--- src/rtl/dino_pkg.sv ---
// -----------------------------------------------------------------------------
// dino_pkg
// Shared definitions for the dino game sequencer: game state encoding, score
// and speed widths, the default score ceiling, and a small max() helper.
// -----------------------------------------------------------------------------
package dino_pkg;

   localparam int SCORE_W   = 14;
   localparam int SPEED_W   = 4;
   localparam int SCORE_MAX = 9999;

   typedef enum logic [1:0] {
      ST_IDLE = 2'd0,
      ST_RUN  = 2'd1,
      ST_DEAD = 2'd2
   } game_state_e;

   function automatic logic [SCORE_W-1:0] score_max(
      input logic [SCORE_W-1:0] a,
      input logic [SCORE_W-1:0] b
   );
      return (a > b) ? a : b;
   endfunction

endpackage

--- src/rtl/dino_key_sampler.sv ---
// -----------------------------------------------------------------------------
// dino_key_sampler
// Brings the raw active-low jump button into the pixel clock domain, resamples
// it once per frame (which debounces it at frame rate) and flags a fresh press.
//
// Ports:
//   lcd_pclk    in  pixel clock
//   rst_n       in  asynchronous active-low reset
//   jump_key_n  in  raw jump button, active-low, asynchronous
//   frame_tick  in  one-cycle per-frame pulse
//   key_press   out pressed at this tick and released at the previous tick;
//                   only ever high in a frame_tick cycle
// -----------------------------------------------------------------------------
module dino_key_sampler (
   input  logic lcd_pclk,
   input  logic rst_n,
   input  logic jump_key_n,
   input  logic frame_tick,
   output logic key_press
);

   // Key is carried as active-high "pressed" so every flag resets to 0.
   logic key_meta;
   logic key_sync;
   logic key_last;

   // NOTE: clocked state uses non-blocking assignments so every flop samples
   // the pre-edge value of its source, independent of statement order.
   always_ff @(posedge lcd_pclk or negedge rst_n) begin
      if (!rst_n) begin
         key_meta <= 1'b0;
         key_sync <= 1'b0;
      end else begin
         key_meta <= ~jump_key_n;
         key_sync <= key_meta;
      end
   end

   // Frame-rate resample: key_last holds the level seen at the previous tick.
   always_ff @(posedge lcd_pclk or negedge rst_n) begin
      if (!rst_n) begin
         key_last <= 1'b0;
      end else if (frame_tick) begin
         key_last <= key_sync;
      end
   end

   assign key_press = frame_tick & key_sync & ~key_last;

endmodule

--- src/rtl/dino_game_ctrl.sv ---
// -----------------------------------------------------------------------------
// dino_game_ctrl
// Frame-rate game sequencer for the dino LCD pipeline. Generates a per-frame
// tick from the scan position, latches dino/cactus overlap during the scan,
// samples the jump key and runs the IDLE/RUN/DEAD game state machine.
//
// Ports:
//   lcd_pclk, rst_n            pixel clock, asynchronous active-low reset
//   pixel_xpos, pixel_ypos     current scan position
//   h_disp, v_disp             active frame size
//   dino_draw                  dino pixel at current position
//   cactus_draw, cactus_draw_2 cactus pixels at current position
//   jump_key_n                 raw jump button, active-low
//   frame_tick                 one-cycle pulse, cycle after the last pixel
//   game_state                 0 IDLE, 1 RUN, 2 DEAD
//   run_en / game_over         registered RUN / DEAD indicators
//   jump_req                   one-cycle jump pulse, cycle after a tick
//   scroll_speed               ground/cactus step in px per frame
//   score / hi_score           current score and best since reset
// -----------------------------------------------------------------------------
module dino_game_ctrl
   import dino_pkg::*;
#(
   parameter int SCORE_DIV  = 6,
   parameter int SPEED_INIT = 2,
   parameter int SPEED_MAX  = 8,
   parameter int SPEED_STEP = 100,
   parameter int DEAD_HOLD  = 30,
   parameter int SCORE_MAX  = dino_pkg::SCORE_MAX
) (
   input  logic               lcd_pclk,
   input  logic               rst_n,
   input  logic [10:0]        pixel_xpos,
   input  logic [10:0]        pixel_ypos,
   input  logic [10:0]        h_disp,
   input  logic [10:0]        v_disp,
   input  logic               dino_draw,
   input  logic               cactus_draw,
   input  logic               cactus_draw_2,
   input  logic               jump_key_n,
   output logic               frame_tick,
   output logic [1:0]         game_state,
   output logic               run_en,
   output logic               jump_req,
   output logic [SPEED_W-1:0] scroll_speed,
   output logic [SCORE_W-1:0] score,
   output logic [SCORE_W-1:0] hi_score,
   output logic               game_over
);

   // ---------------------------------------------------------------- checks
   if (SCORE_DIV < 1 || SCORE_DIV > 64) begin : g_bad_score_div
      $error("SCORE_DIV must be 1..64 to fit the 6-bit divider");
   end
   if (SPEED_STEP < 1 || SPEED_STEP > 1024) begin : g_bad_speed_step
      $error("SPEED_STEP must be 1..1024 to fit the 10-bit step counter");
   end
   if (DEAD_HOLD < 0 || DEAD_HOLD > 63) begin : g_bad_dead_hold
      $error("DEAD_HOLD must be 0..63 to fit the 6-bit hold counter");
   end
   if (SPEED_MAX < 0 || SPEED_MAX >= (1 << SPEED_W) ||
       SPEED_INIT < 0 || SPEED_INIT > SPEED_MAX) begin : g_bad_speed
      $error("SPEED_INIT/SPEED_MAX must satisfy 0 <= INIT <= MAX < 2**SPEED_W");
   end
   if (SCORE_MAX < 0 || SCORE_MAX >= (1 << SCORE_W)) begin : g_bad_score_max
      $error("SCORE_MAX must fit in SCORE_W bits");
   end

   localparam logic [5:0]         DIV_LAST  = 6'(SCORE_DIV - 1);
   localparam logic [9:0]         STEP_LAST = 10'(SPEED_STEP - 1);
   localparam logic [5:0]         HOLD_V    = 6'(DEAD_HOLD);
   localparam logic [SPEED_W-1:0] SPD_INIT  = SPEED_W'(SPEED_INIT);
   localparam logic [SPEED_W-1:0] SPD_MAX   = SPEED_W'(SPEED_MAX);
   localparam logic [SCORE_W-1:0] SCR_MAX   = SCORE_W'(SCORE_MAX);

   // ------------------------------------------------------------ frame tick
   logic last_pixel;
   assign last_pixel = (pixel_xpos == h_disp - 11'd1) &&
                       (pixel_ypos == v_disp - 11'd1);

   always_ff @(posedge lcd_pclk or negedge rst_n) begin
      if (!rst_n) frame_tick <= 1'b0;
      else        frame_tick <= last_pixel;
   end

   // ------------------------------------------------------------- collision
   // Sticky for the whole frame; the tick cycle still sees this frame's value
   // and the flag is cleared on the edge that ends the tick cycle.
   logic hit_flag;

   always_ff @(posedge lcd_pclk or negedge rst_n) begin
      if (!rst_n) begin
         hit_flag <= 1'b0;
      end else if (frame_tick) begin
         hit_flag <= 1'b0;
      end else if (dino_draw && (cactus_draw || cactus_draw_2)) begin
         hit_flag <= 1'b1;
      end
   end

   // -------------------------------------------------------------- key path
   logic key_press;

   dino_key_sampler u_key_sampler (
      .lcd_pclk   (lcd_pclk),
      .rst_n      (rst_n),
      .jump_key_n (jump_key_n),
      .frame_tick (frame_tick),
      .key_press  (key_press)
   );

   // ------------------------------------------------------------------- FSM
   game_state_e        state_q, state_d;
   logic [SCORE_W-1:0] score_q, score_d;
   logic [SCORE_W-1:0] hi_q, hi_d;
   logic [SPEED_W-1:0] speed_q, speed_d;
   logic [5:0]         div_q, div_d;
   logic [9:0]         step_q, step_d;
   logic [5:0]         hold_q, hold_d;
   logic               jump_d;
   logic               start_game;

   // NOTE: every variable written here gets a default first, so no path can
   // leave one unassigned and infer a latch.
   always_comb begin
      state_d    = state_q;
      score_d    = score_q;
      hi_d       = hi_q;
      speed_d    = speed_q;
      div_d      = div_q;
      step_d     = step_q;
      hold_d     = hold_q;
      jump_d     = 1'b0;
      start_game = 1'b0;

      if (frame_tick) begin
         case (state_q)
            ST_IDLE: begin
               // The starting press only starts the game; it is not a jump.
               if (key_press) start_game = 1'b1;
            end

            ST_RUN: begin
               if (hit_flag) begin
                  // Death wins over a same-tick press and over scoring.
                  state_d = ST_DEAD;
                  hold_d  = '0;
                  hi_d    = score_max(hi_q, score_q);
               end else begin
                  jump_d = key_press;
                  if (div_q == DIV_LAST) begin
                     div_d = '0;
                     // Saturated score freezes the speed ramp as well.
                     if (score_q < SCR_MAX) begin
                        score_d = score_q + 1'b1;
                        if (step_q == STEP_LAST) begin
                           step_d = '0;
                           if (speed_q < SPD_MAX) speed_d = speed_q + 1'b1;
                        end else begin
                           step_d = step_q + 1'b1;
                        end
                     end
                  end else begin
                     div_d = div_q + 1'b1;
                  end
               end
            end

            ST_DEAD: begin
               if (hold_q < HOLD_V) hold_d = hold_q + 1'b1;
               // Compare the pre-increment count: the key unlocks only once
               // DEAD_HOLD ticks have fully elapsed.
               if (key_press && (hold_q >= HOLD_V)) start_game = 1'b1;
            end

            default: state_d = ST_IDLE;
         endcase

         if (start_game) begin
            state_d = ST_RUN;
            score_d = '0;
            speed_d = SPD_INIT;
            div_d   = '0;
            step_d  = '0;
         end
      end
   end

   always_ff @(posedge lcd_pclk or negedge rst_n) begin
      if (!rst_n) begin
         state_q   <= ST_IDLE;
         score_q   <= '0;
         hi_q      <= '0;
         speed_q   <= SPD_INIT;
         div_q     <= '0;
         step_q    <= '0;
         hold_q    <= '0;
         jump_req  <= 1'b0;
         run_en    <= 1'b0;
         game_over <= 1'b0;
      end else begin
         state_q   <= state_d;
         score_q   <= score_d;
         hi_q      <= hi_d;
         speed_q   <= speed_d;
         div_q     <= div_d;
         step_q    <= step_d;
         hold_q    <= hold_d;
         jump_req  <= jump_d;
         // Decoded from next state so they change on the same edge as state.
         run_en    <= (state_d == ST_RUN);
         game_over <= (state_d == ST_DEAD);
      end
   end

   assign game_state   = state_q;
   assign score        = score_q;
   assign hi_score     = hi_q;
   assign scroll_speed = speed_q;

endmodule

--- config.mk ---
export PLATFORM = sky130hd
export DESIGN_NAME = dino_game_ctrl
export DESIGN_NICKNAME = d
export VERILOG_FILES = /design/src/rtl/dino_pkg.sv /design/src/rtl/dino_key_sampler.sv /design/src/rtl/dino_game_ctrl.sv
export SDC_FILE = /design/constraint.sdc
export NUM_CORES = 1
export LEC_CHECK = 0
export BUFFER_PORTS_ARGS = -buffer_cell sky130_fd_sc_hd__buf_4
export CAP_MARGIN = 10
export CORE_MARGIN = 3
export CORE_UTILIZATION = 42
export CTS_CLUSTER_SIZE = 30
export DETAILED_ROUTE_END_ITERATION = 8
export GPL_TIMING_DRIVEN = 1
export PLACE_DENSITY = 0.7
export SLEW_MARGIN = 20
export SYNTH_ARGS = -nofsm -noshare
export SYNTH_HDL_FRONTEND = slang
export SYNTH_SLANG_ARGS = --single-unit
--- constraint.sdc ---
create_clock -name lcd_pclk -period 6.15 [get_ports lcd_pclk]
set_clock_uncertainty 0.05 [all_clocks]
set_input_delay 1.5375 -clock lcd_pclk [delete_from_list [all_inputs] [get_ports lcd_pclk]]
set_output_delay 1.5375 -clock lcd_pclk [all_outputs]
set_load 0.03 [all_outputs]
==> impl_metrics.tcl, run 1 <==
set metrics [dict create \
    power_frac_seq_pct 50.2 \
    power_switching_mw 0.219 \
    setup_viol 0 \
    grt_use_total_pct 18.5 \
    combPwrFrac_pct 9.8 \
    peakVddDrop_mv 0.0968 \
    crit_path_frequent_cell "nor4_2" \
    antenna_found_initial 0 \
    cts_tree "yes" \
    worst_pin_slew_ps 917 \
    cpMaxStageDelayCell "or4_1" \
    cts-hold-fix-buffers 0 \
    die_h_um 108 \
    port_buffers 87 \
    synthCells 495 \
    cts_root_buffer "clkbuf_8" \
    yosysWarnings 0 \
    synth_area_sq_um 4350 \
    n_fill_cell 900 \
    via_count 4056 \
    swShare_pct 26.1 \
    routed_wl_um 10600 \
    hp-class "flop to flop" \
    synth_area_per_cell_sq_um 8.78 \
    htree_num_levels 3 \
    grt_pass1_wl_um 17500 \
    drt-initial-drc-count 257 \
    n_antenna_cell 0 \
    final_cell_mix "buf_4 (92), dfrtp_1 (63), nor2_1 (44)" \
    synthFlopType "dfrtp_1" \
    rsz0062_at_grt "false" \
    yosysUniqueCellTypes 52 \
    place_area_sq_um 5130 \
    worst_setup_path_start_kind "primary input" \
    hpwl_um 7750 \
    critPathMaxStageDelay_ps 520 \
    wl_per_cell_um 14.9 \
    post-route-util_pct 53.6 \
    cts_sinks 64 \
    fin_crit_ps 3440 \
    place_ws_ps 2350 \
    die_w_um 108 \
    core_area_sq_um 9910 \
    final_common_cell "buf_4" \
    max_freq_mhz 291 \
    slew_viol_final 0 \
    p_clk_share_pct 40.0 \
    cts_buffers 9 \
    status "finished clean" \
    cts_buffer_depth 2 \
    layout-drive-gt1-share_pct 20.4 \
    power.density_nw_per_um2 158 \
    synthesis.nets 568 \
    start_util_pct 43.9 \
    power.leakage_nw 2.44 \
    clk_latency_ps 360 \
    max_slew_margin_pct 38.7 \
    fin_area_sq_um 5310 \
    required_ps 6350 \
    critical_path_class "primary input to flop" \
    grt_max_degree 65 \
    final_nets 650 \
    crit_chain "buf_4, inv_1, ha_1, nor3b_4, a21oi_1, or4_1, nor4_2, o2111ai_1, nor4_2" \
    cts_setup_buffers 0 \
    ios 88 \
    clk_pin_slew_ps 70 \
    avgViaCountPerCell 5.67 \
    gp_congestion 0.865 \
    p_int_mw 0.620 \
    dieArea_sq_um 11600 \
    setup_ws_ps 2710 \
    tns_ps 0 \
    synth-seq-area-share_pct 36.9 \
    worstPathMaxFanout 8 \
    first_pass_iters 4 \
    cp.arrival_ps 3640 \
    syn_to_final_growth_pct 22.2 \
    synth_edf_count 0 \
    detail-route-antenna-nets 0 \
    fp-row-count 36 \
    remaining_drc_errors 0 \
    cts_resized 0 \
    post-route-period-util_pct 55.9 \
    first_global_vias 3825 \
    synth_seq_cells 64 \
    cap_violations 0 \
    hold_viol_final 0 \
    grt_overflow 0 \
    end_kind "flop" \
    synth-async-reset-ratio_pct 100 \
]
## per-stage QoR
step	hold WS (ps)	instances	power [mW]
finish	309	715	0.839
detailed placement	293	699	0.513
global route	317	715	0.875
global placement	285	699	0.511
CTS	312	715	0.849
floorplan	281	495	0.466
## final timing paths
path                                   startpoint                endpoint  slack, ps  cells past startpoint
setup / recovery                        h_disp[0]              frame_tick       2710                      9
hold / removal             u_key_sampler.key_meta  u_key_sampler.key_sync        310                      0
setup reg to reg                         score[9]             hi_score[6]       3500                      8
hold reg to reg            u_key_sampler.key_meta  u_key_sampler.key_sync        310                      0
max in group asynchronous                   rst_n                score[6]       4290                      1
min in group asynchronous                   rst_n         scroll_speed[3]       1200                      1
## routing by layer
metal	vias to the layer above	share of wire (%)	track usage, %
met5	-	0	0
met4	0	1.7	7.12
met3	17	6.0	3.66
met2	120	48	31.2
met1	1943	44	23.4
li1	1976	-	-
## sequential cells by signal, summed over array words and instances (netlist names), 2 cells and up
signal / cells
score: 14
hi_score: 14
div_q: 6
scroll_speed: 4
game_state: 2
step_q: 10
hold_q: 6
## area by class of cell
cell class,instances,area [sq um],share of cell area (%)
tap,133,166,3.13
sequential,64,1600,30.2
multi-input combinational,383,2570,48.4
inverter,27,101,1.91
clock inverter,6,43.8,0.825
timing repair buffer,92,691,13.0
clock buffer,10,138,2.59
## Yosys cell counts (3+ instances only)
master    count  area share (%)
ha_1         23             6.6
xnor2_1      27             5.4
o31ai_1       3            0.52
nand2b_1      6            0.86
inv_1        27             2.3
o211ai_1     16             2.8
nand2_1      18             1.6
nor4_2        3            0.86
o21ai_0      14             1.6
dfrtp_1      63              36
a21o_1        3            0.52
nor3_1       22             2.5
a311oi_1      4            0.81
or4_1         6             1.0
and3_1        7             1.0
clkbuf_1     16             1.4
nor4_1        4            0.58
nor2_1       44             3.8
xor2_1       23             4.6
or3_1         4            0.58
nor3b_1       3            0.52
nor2b_1       3            0.43
and4_1        5             1.0
nand3b_1      3            0.52
a21oi_1      37             4.3
and2_1        8             1.2
nand4_1      32             4.6
mux2i_1       4            0.92
nand3_1      34             3.9
o21a_1        4            0.69
## critical path, delay by kind of cell
kind,cells,cell delay (ps)
AO/OA/AOI/OAI,2,270
adder cells (fa/ha/maj),1,200
buffers and inverters,2,190
AND/OR/NAND/NOR,4,1450
## power groups by stage
stage               clock network, mW  registers (mW)  logic, mW
finish                          0.336           0.421     0.0818
global route                    0.362           0.421     0.0916
CTS                             0.344           0.421     0.0832
detailed placement                  0           0.430     0.0832
global placement                    0           0.430     0.0811
floorplan                           0           0.430     0.0360
## cells by family after synthesis
kind of cell,after synthesis,synth area share (%)
buffers and inverters,48,4.55
muxes,6,1.44
DFF,64,36.9
adders and majority gates,23,6.62
xor gates and xnor gates,50,10.1
and+or+nand+nor,208,26.5
AOI/OAI and AO/OA,96,13.9
(Power assumes the default switching activity.)
==> run 2, diff against run 1 <==
- ABC_AREA: unset -> 1
- clock period: 6.15 -> 3.2 ns (I/O delays scaled with it)
==> run 2 against run 1 <==
Die area up 0.79%. Combinational power is 86% higher. Clock-buffer cell count did not move. Cell count up 19%. Via count rose by 3.9%. Worst hold slack got worse by 10 ps. Wire length up 1.2%. Critical path type is now flop to flop. Critical endpoint is now hi_score[5]. Largest power group unchanged.
==> impl_metrics.tcl, run 2 <==
set metrics [dict create \
    status "finished clean" \
    grt_use_total_pct 19.2 \
    fp-row-count 36 \
    rsz0062_at_grt "false" \
    drt-initial-drc-count 206 \
    synthFlopType "dfrtp_1" \
    crit_start "score[5]" \
    end_kind "flop" \
    peakVddDrop_mv 0.234 \
    numPlacedInstances 836 \
    cts_buffer_depth 2 \
    p_int_mw 1.18 \
    min_from "u_key_sampler.key_meta" \
    met1_length_um 4770 \
    layout-drive-gt1-share_pct 17.2 \
    avgViaCountPerCell 4.95 \
    power_frac_seq_pct 51.1 \
    remaining_drc_errors 0 \
    die_h_um 108 \
    max_freq_mhz 379 \
    first_global_vias 3975 \
    required_ps 3390 \
    worstPathMaxFanout 15 \
    hp-class "flop to flop" \
    power.leakage_nw 2.87 \
    cts_tree "yes" \
    n_fill_cell 952 \
    regArea_sq_um 1600 \
    synth_area_per_cell_sq_um 7.04 \
    yosysMostFrequentCell "nand2_1" \
    setup_ws_ps 562 \
    post-route-period-util_pct 82.4 \
    clk_pin_slew_ps 70 \
    syn_to_final_growth_pct 22.0 \
    port_buffers 87 \
    ios 88 \
    p_clk_share_pct 39.3 \
    first_pass_iters 4 \
    synth_seq_cells 64 \
    synth.top_cell.area_share_pct 36.0 \
    detail-route-antenna-nets 0 \
    multiInputGateArea_sq_um 2400 \
    cts_root_buffer "clkbuf_8" \
    yosysTopAreaCell "dfrtp_1" \
    fin_area_sq_um 5350 \
    reg2reg_to "hi_score[5]" \
    min_to "u_key_sampler.key_sync" \
    fin_cells 852 \
    synth_area_leaders "dfrtp_1 (36%), nand2_1 (15%), inv_1 (7.1%)" \
    combPwrFrac_pct 9.6 \
    cts_sinks 64 \
    worst_setup_path_start_kind "flop" \
    final_cell_mix "nand2_1 (177), buf_4 (91), inv_1 (83)" \
    n_antenna_cell 0 \
    die_w_um 108 \
    cts_resized 0 \
    place_ws_ps 634 \
    clk_latency_ps 350 \
    start_util_pct 44.0 \
    top_layer_used "met4" \
    synth-seq-area-share_pct 36.6 \
    final_common_cell "nand2_1" \
    max_slew_margin_pct 44.9 \
    final_nets 787 \
    gp_congestion 0.880 \
    hpwl_um 8250 \
    wl_per_cell_um 12.7 \
    dr_wl_met3_um 583 \
    cap_violations 0 \
    fin_crit_ps 2640 \
    yosysUniqueCellTypes 38 \
    critical_path_class "flop to flop" \
    cp.arrival_ps 2820 \
    synth_commonest_cells "nand2_1 (177), inv_1 (83), nor2_1 (76), dfrtp_1 (63), nand3_1 (57)" \
    swShare_pct 25.6 \
    yosysWarnings 0 \
    cts-hold-fix-buffers 0 \
    dieArea_sq_um 11700 \
    tns_ps 0 \
    place_area_sq_um 5170 \
    routed_wl_um 10800 \
    cts_setup_buffers 0 \
    hold_viol_final 0 \
    grt_pass1_wl_um 18000 \
    htree_num_levels 3 \
    grt_max_degree 65 \
    setup_viol 0 \
    synth-async-reset-ratio_pct 100 \
    fin_hold_ws_ps 299 \
    power_switching_mw 0.407 \
    r2r_slack_ps 560 \
    synth_edf_count 0 \
    worst_pin_slew_ps 826 \
    met2_length_um 5250 \
    r2r-start "score[5]" \
    grt_overflow 0 \
    hold-path-cell-count 0 \
    core_area_sq_um 9950 \
    power.density_nw_per_um2 297 \
    cts_buffers 9 \
    synthesis.nets 695 \
    reg2reg_depth 12 \
    via_count 4216 \
    synthCells 622 \
    synth_area_sq_um 4380 \
    slew_viol_final 0 \
    antenna_found_initial 0 \
]
## run 2: cell count changes in the layout (fill, tap and decap cells not counted), moves of 7 or more
cell / before / now
inv_1: 27 / 83
and3_1: 7 / 0
nor3_1: 22 / 5
xnor2_1: 27 / 6
a21oi_1: 37 / 13
nand2_1: 18 / 177
nand4_1: 32 / 17
o21ai_0: 14 / 32
nand3_1: 34 / 57
nor2_1: 44 / 76
o211ai_1: 16 / 0
## run 2: per-layer routing
metal	vias to the layer above	GRT usage (%)
li1	2174	-
met1	1920	24.8
met2	107	31.4
met3	15	5.43
met4	0	5.32
met5	-	0
## run 2: worst max path at each step
stage                       end  depth (start not counted)
floorplan           hi_score[9]                         12
global placement    hi_score[0]                         12
detailed placement  hi_score[5]                         12
CTS                 hi_score[5]                         12
global route        hi_score[9]                         11
finish              hi_score[5]                         12
## run 2: power by group through the flow
| stage | combinational (mW) | sequential, mW | clock (mW) |
|---|---|---|---|
| floorplan | 0.0702 | 0.826 | 0 |
| global placement | 0.151 | 0.826 | 0 |
| detailed placement | 0.154 | 0.826 | 0 |
| CTS | 0.155 | 0.810 | 0.644 |
| global route | 0.174 | 0.810 | 0.690 |
| finish | 0.152 | 0.810 | 0.623 |
## run 2: cell families after synthesis
kind of cell               after synthesis  synth area share (%)
adders and majority gates               23                  6.57
buffers and inverters                   95                  8.62
DFF                                     64                  36.6
and+or+nand+nor                        355                  35.0
AOI/OAI and AO/OA                       61                  8.08
xor gates and xnor gates                24                  5.11
## run 2: final cells by class
class	instances	share of cell area, %
inverters	85	6.01
flip-flops and latches	64	30.0
clock inverters	6	0.655
well taps	133	3.11
clock buffers	10	2.57
multi-input cells	463	44.9
repair buffers	91	12.8
## run 2: per-stage QoR
step | power (mW) | utilization (%)
after global placement | 0.977 | 52.0
after CTS | 1.61 | 53.7
final | 1.59 | 53.7
after floorplan | 0.896 | -
after detailed placement | 0.980 | 52.0
after global routing | 1.67 | 53.7
## run 2: worst max-delay path, cell delays in order (launching register included)
cell	delay (ps)
dfrtp_1	430
inv_1	130
ha_1	320
nand2_1	100
nor2_1	50
o21ai_0	70
nand3_1	130
nand2_1	90
nand4_1	90
nand2_1	410
nand2_1	430
nand2_1	160
nand2_1	60
